### config.mk
export PLATFORM = sky130hd
export DESIGN_NAME = cordic_op_sequencer
export DESIGN_NICKNAME = d
export VERILOG_FILES = /design/src/rtl/cordic_op_sequencer.sv
export SDC_FILE = /design/constraint.sdc
export NUM_CORES = 1
export LEC_CHECK = 0
export ABC_AREA = 1
export CAP_MARGIN = 20
export CORE_UTILIZATION = 45
export CTS_CLUSTER_DIAMETER = 40
export DETAILED_ROUTE_END_ITERATION = 10
export DONT_BUFFER_PORTS = 1
export GPL_TIMING_DRIVEN = 0
export PLACE_DENSITY = 0.62
export RECOVER_POWER = 50
export SLEW_MARGIN = 20
export SYNTH_ARGS = -nofsm -noshare
export SYNTH_HDL_FRONTEND = slang
export SYNTH_SLANG_ARGS = --single-unit
### constraint.sdc
create_clock -name clk -period 1.6 [get_ports clk]
set_input_delay 0.16 -clock clk [delete_from_list [all_inputs] [get_ports clk]]
set_output_delay 0.16 -clock clk [all_outputs]
set_load 0.01 [all_outputs]
### src/rtl/cordic_op_sequencer.sv
`timescale 1ns/1ps
// Purpose: maps one CORDIC command onto an external iterative datapath and returns the selected result words.
// Latency: LOAD 1 cycle after accept, ITER step cycles, 1 settle cycle, then result held in DONE.
// Backpressure: result held stable until res_ready; cmd_ready low (commands ignored) outside IDLE.
module cordic_op_sequencer #(
  parameter int             W      = 16,
  parameter int             ITER   = 16,
  parameter int             IDX_W  = 5,
  parameter logic [W-1:0]   KC_INV = 16'h26DD,
  parameter logic [W-1:0]   KH_INV = 16'h4D48
) (
  input  logic             clk,
  input  logic             rst_n,
  input  logic             cmd_valid,
  output logic             cmd_ready,
  input  logic [2:0]       cmd_func,
  input  logic [W-1:0]     cmd_a,
  input  logic [W-1:0]     cmd_b,
  output logic             dp_load,
  output logic [W-1:0]     dp_x0,
  output logic [W-1:0]     dp_y0,
  output logic [W-1:0]     dp_z0,
  output logic [1:0]       dp_coord,
  output logic             dp_vec,
  output logic             dp_step,
  output logic [IDX_W-1:0] dp_idx,
  input  logic [W-1:0]     dp_x,
  input  logic [W-1:0]     dp_y,
  input  logic [W-1:0]     dp_z,
  output logic             res_valid,
  input  logic             res_ready,
  output logic [2:0]       res_func,
  output logic [W-1:0]     res_p,
  output logic [W-1:0]     res_q,
  output logic             busy
);

  localparam int          CNT_W = (ITER > 1) ? $clog2(ITER) : 1;
  localparam logic [1:0]  C_LIN = 2'b00;
  localparam logic [1:0]  C_CIR = 2'b01;
  localparam logic [1:0]  C_HYP = 2'b10;
  // 1.0 in Q2.14
  localparam logic [W-1:0] ONE  = {2'b01, {(W-2){1'b0}}};

  typedef enum logic [2:0] {
    S_IDLE   = 3'd0,
    S_LOAD   = 3'd1,
    S_RUN    = 3'd2,
    S_SETTLE = 3'd3,
    S_DONE   = 3'd4
  } state_t;

  state_t           state, state_nxt;
  logic             alive_q;
  logic [2:0]       func_q;
  logic [W-1:0]     a_q, b_q;
  logic [CNT_W-1:0] step_cnt;
  logic             cmd_fire;
  logic [2:0]       mode_nxt;
  logic [W-1:0]     ix, iy, iz;
  logic [W-1:0]     p_nxt, q_nxt;
  logic [IDX_W-1:0] k_ext, hyp_idx;

  // {coord, vec} for each function code
  function automatic logic [2:0] map_mode(input logic [2:0] f);
    logic [2:0] m;
    m = {C_LIN, 1'b0};
    case (f)
      3'd0: m = {C_LIN, 1'b0};
      3'd1: m = {C_LIN, 1'b1};
      3'd2: m = {C_CIR, 1'b0};
      3'd3: m = {C_CIR, 1'b1};
      3'd4: m = {C_HYP, 1'b0};
      3'd5: m = {C_HYP, 1'b0};
      3'd6: m = {C_HYP, 1'b1};
      3'd7: m = {C_CIR, 1'b1};
    endcase
    return m;
  endfunction

  assign cmd_fire = (state == S_IDLE) && alive_q && cmd_valid;
  assign mode_nxt = map_mode(cmd_func);

  // State register
  always_ff @(posedge clk or negedge rst_n) begin
    if (!rst_n) state <= S_IDLE;
    else        state <= state_nxt;
  end

  // Keeps cmd_ready low while in reset and until the first edge after release
  always_ff @(posedge clk or negedge rst_n) begin
    if (!rst_n) alive_q <= 1'b0;
    else        alive_q <= 1'b1;
  end

  // Capture the command and its coordinate/mode; held until the next accept
  always_ff @(posedge clk or negedge rst_n) begin
    if (!rst_n) begin
      func_q   <= '0;
      a_q      <= '0;
      b_q      <= '0;
      dp_coord <= C_LIN;
      dp_vec   <= 1'b0;
    end else if (cmd_fire) begin
      func_q   <= cmd_func;
      a_q      <= cmd_a;
      b_q      <= cmd_b;
      dp_coord <= mode_nxt[2:1];
      dp_vec   <= mode_nxt[0];
    end
  end

  // Step counter: counts micro-rotations while in RUN, parked at 0 otherwise
  always_ff @(posedge clk or negedge rst_n) begin
    if (!rst_n)              step_cnt <= '0;
    else if (state == S_RUN) step_cnt <= step_cnt + CNT_W'(1);
    else                     step_cnt <= '0;
  end

  // Register the selected result words when the datapath has settled
  always_ff @(posedge clk or negedge rst_n) begin
    if (!rst_n) begin
      res_p    <= '0;
      res_q    <= '0;
      res_func <= '0;
    end else if (state == S_SETTLE) begin
      res_p    <= p_nxt;
      res_q    <= q_nxt;
      res_func <= func_q;
    end
  end

  // Initial vector for the captured function (one-operand codes ignore a)
  always_comb begin
    ix = '0;
    iy = '0;
    iz = '0;
    case (func_q)
      3'd0: begin ix = a_q;    iy = '0;  iz = b_q; end
      3'd1: begin ix = a_q;    iy = b_q; iz = '0;  end
      3'd2: begin ix = KC_INV; iy = '0;  iz = b_q; end
      3'd3: begin ix = ONE;    iy = b_q; iz = '0;  end
      3'd4: begin ix = KH_INV; iy = '0;  iz = b_q; end
      3'd5: begin ix = KH_INV; iy = '0;  iz = b_q; end
      3'd6: begin ix = ONE;    iy = b_q; iz = '0;  end
      3'd7: begin ix = a_q;    iy = b_q; iz = '0;  end
    endcase
  end

  // Result selection from the final datapath registers
  always_comb begin
    p_nxt = '0;
    q_nxt = '0;
    case (func_q)
      3'd0: p_nxt = dp_y;
      3'd1: p_nxt = dp_z;
      3'd2: begin p_nxt = dp_x; q_nxt = dp_y; end
      3'd3: p_nxt = dp_z;
      3'd4: begin p_nxt = dp_x; q_nxt = dp_y; end
      3'd5: p_nxt = dp_x + dp_y;
      3'd6: p_nxt = dp_z;
      3'd7: begin p_nxt = dp_z; q_nxt = dp_x; end
    endcase
  end

  // Hyperbolic schedule starts at 1 and repeats indices 4 and 13 for convergence
  always_comb begin
    k_ext   = IDX_W'(step_cnt);
    hyp_idx = k_ext + IDX_W'(1);
    if (k_ext >= IDX_W'(4))  hyp_idx = hyp_idx - IDX_W'(1);
    if (k_ext >= IDX_W'(14)) hyp_idx = hyp_idx - IDX_W'(1);
  end

  // Next-state and output decode
  always_comb begin
    state_nxt = state;
    cmd_ready = 1'b0;
    busy      = 1'b1;
    dp_load   = 1'b0;
    dp_x0     = '0;
    dp_y0     = '0;
    dp_z0     = '0;
    dp_step   = 1'b0;
    dp_idx    = '0;
    res_valid = 1'b0;
    case (state)
      S_IDLE: begin
        busy      = 1'b0;
        cmd_ready = alive_q;
        if (cmd_fire) state_nxt = S_LOAD;
      end
      S_LOAD: begin
        dp_load   = 1'b1;
        dp_x0     = ix;
        dp_y0     = iy;
        dp_z0     = iz;
        state_nxt = S_RUN;
      end
      S_RUN: begin
        dp_step = 1'b1;
        dp_idx  = (dp_coord == C_HYP) ? hyp_idx : k_ext;
        if (step_cnt == CNT_W'(ITER - 1)) state_nxt = S_SETTLE;
      end
      S_SETTLE: begin
        state_nxt = S_DONE;
      end
      S_DONE: begin
        res_valid = 1'b1;
        if (res_ready) state_nxt = S_IDLE;
      end
      default: state_nxt = S_IDLE;
    endcase
  end

endmodule

==> results.cfg <==
[status]
status = finished, violations left
violations = hold timing, setup timing

[cells_and_area]
mostFrequentLayoutCell = nand2_1
drive_above_1_share_pct = 25.3
syn2layout_area_growth_pct = 49.4
final_nets = 993
utilization_pct = 70.4
layout_common_cells = 271 x nand2_1, 79 x inv_1, 76 x dfrtp_1
antenna_cells = 0

[setup_path]
crit_buf_inv = 3
crit_path_start_kind = register
cp_slowest_cell = nor3_4
critPathTopFamily = simple AND/OR/NAND/NOR gates
crit_arrival_ns = 1.96
cp_data_required_time_ns = 1.44
critPathMaxFanout = 7
path_cells = nor3_4 > inv_4 > buf_12 > buf_12 > nor3_4
critPathCaptureType = output port
slowest_delay_ns = 0.50
path_class = reg -> out

[global_routing]
grt_pass1_wl_mm = 29.7
grt_usage_pct = 33.3
antenna_found_initial = 0
grt_max_degree = 82
grt_pass1_vias = 5745
grt_overflow = 0

[clocking]
clkTransAtPathRegs_ns = 0.06
clk_latency_ns = 0.35
clock_tree.buffer_depth = 2
htree_levels = 3
numCtsBuffers = 9
root_buffer = clkbuf_16
cts_tree = done
clock-sinks = 81
hold_buffers = 52

[flow_run]
maxCapViolations = 0

[sta]
min_period_ns = 2.12
maxSlewViolCount = 0
setup_viol = 54
min_period_over_period_pct = 132
worst_slack_ns = -0.515
rsz0062_at_grt = yes
fin_setup_tns_ns = -21.00
skew_ns = 0.00637
final_hold_viol_count = 81
timing.hold.ws_ns = -0.497
fmax_ghz = 0.473
max_slew_margin_pct = 63.1
worst_pin_slew_ns = 0.553

[floorplan]
die_y_um = 110
die_w_um = 110
dieArea_mm2 = 0.0120
initial_core_util_pct = 47.1
core-area_mm2 = 0.0111
boundaryPins = 183
rows = 38

[power_and_ir_drop]
leakage_nw = 3.78
power_density_mw_per_mm2 = 1960
switchingPower_w = 0.00745
clkPwrFrac_pct = 15.0
ir_drop_v = 0.00112
seq_power_share_pct = 25.8
pwr-share-comb_pct = 59.1
swShare_pct = 48.8
internal_power_w = 0.00781

[placement]
gp_congestion = 0.905
port_buffers = 0
dp_worst_setup_slack_ns = -0.465
dpl.hpwl_mm = 11.5

[synthesis]
synth_top_cell_by_area = dfrtp_1
ys_ff_latch = 81
yosysUniqueCellTypes = 36
synthesis.area_per_instance_um2 = 6.73
synth_top_cell_area_share_pct = 38.8
ys_seq_area_share_pct = 38.8
ys_top_cells_by_area = dfrtp_1 39%, nand2_1 20%, inv_1 6.3%
synthesis.nets = 881
synth_cells = 776
yosys_warnings = 0
syn_area_mm2 = 0.00522

[detailed_routing]
via_per_inst = 5.61
drt_first_pass_iters = 4
ant_nets = 0
drc = 0
wl_per_cell_um = 19.2
routed_wl_mm = 19.8
first_iter_violations = 382
vias = 5795

[min_path]
min_path_type = in -> async
==> state kept, by name, summed over array words and instances, names as in the netlist, 2 cells and up <==
name / count
func_q: 3
a_q: 16
dp_coord: 2
res_func: 3
res_p: 16
step_cnt: 4
b_q: 16
res_q: 16
state: 3
==> per-stage QoR <==
stage                     cell area [um2]  instances  power [W]  hold WS [ns]
after detailed placement             5400        916    0.00898        -0.134
after global routing                 7800       1033     0.0161        -0.509
after global placement               5400        916    0.00880        -0.134
after CTS                            7320       1019     0.0139        -0.511
final                                7800       1033     0.0153        -0.497
after floorplan                      5230        776    0.00756        -0.136
==> worst paths after layout <==
kind                       startpoint  cells after the start         to  slack [ns]
max reg2reg                 func_q[2]                     11   res_p[5]       -0.08
min                             rst_n                      0   res_p[4]       -0.50
min in group clk              dp_y[6]                      2   res_p[6]        0.01
max in group asynchronous       rst_n                      0  func_q[1]        1.89
max                          state[1]                      5   dp_y0[8]       -0.52
min reg2reg                    a_q[5]                      2     a_q[5]        0.48
==> cells in the mapped netlist, drive strengths merged <==
cell type	n
o22ai	7
buf	18
nor2	57
o21ai	42
o221ai	1
a211o	1
dfrtp	81
nand3	30
nand2	288
fa	1
nand3b	3
a31oi	3
nand4	3
inv	96
clkbuf	13
ha	17
o211ai	1
a21oi	64
o21bai	3
or2	2
nor3	41
xor2	3
conb	1
==> cells by family after synthesis <==
| family | after synthesis | synth area share [%] |
|---|---|---|
| adders and majority gates | 18 | 4.46 |
| and+or+nand+nor | 424 | 33.7 |
| DFF | 81 | 38.8 |
| buffers and inverters | 127 | 10.0 |
| other | 1 | 0.0719 |
| AOI/OAI and AO/OA | 122 | 12.3 |
| xor gates and xnor gates | 3 | 0.504 |
==> per-layer routing <==
metal | part of all wire [%] | track usage (%) | vias up
met5 | 0 | 0 | -
met4 | 3.8 | 16.1 | 0
met3 | 7.5 | 7.94 | 61
met2 | 51 | 57.9 | 282
met1 | 38 | 38.5 | 2756
li1 | - | - | 2696
==> power groups by stage <==
stage | Sequential [W] | Combinational, W | Clock, W
2_1_floorplan | 0.00370 | 0.00385 | 0
3_3_place_gp | 0.00388 | 0.00493 | 0
3_5_place_dp | 0.00391 | 0.00507 | 0
4_1_cts | 0.00390 | 0.00773 | 0.00230
5_1_grt | 0.00404 | 0.00973 | 0.00237
6_report | 0.00394 | 0.00902 | 0.00229
==> final cells by class <==
type	count	area (um2)
Multi-Input combinational cell	568	3480
Tap cell	140	175
Clock inverter	7	95.1
Timing Repair Buffer	103	1060
Clock buffer	9	225
Inverter	96	393
Buffer	29	335
Fill cell	818	3280
Sequential cell	81	2030
==> timing repair <==
item                                    CTS  global route
cloned                                    4             2
setup buffers                            32            18
pin swaps                                11            20
endpoints found under the setup margin  124           125
resized for setup                       163           110
hold endpoints to repair                133            81
Power figures use the tool's default switching activity.
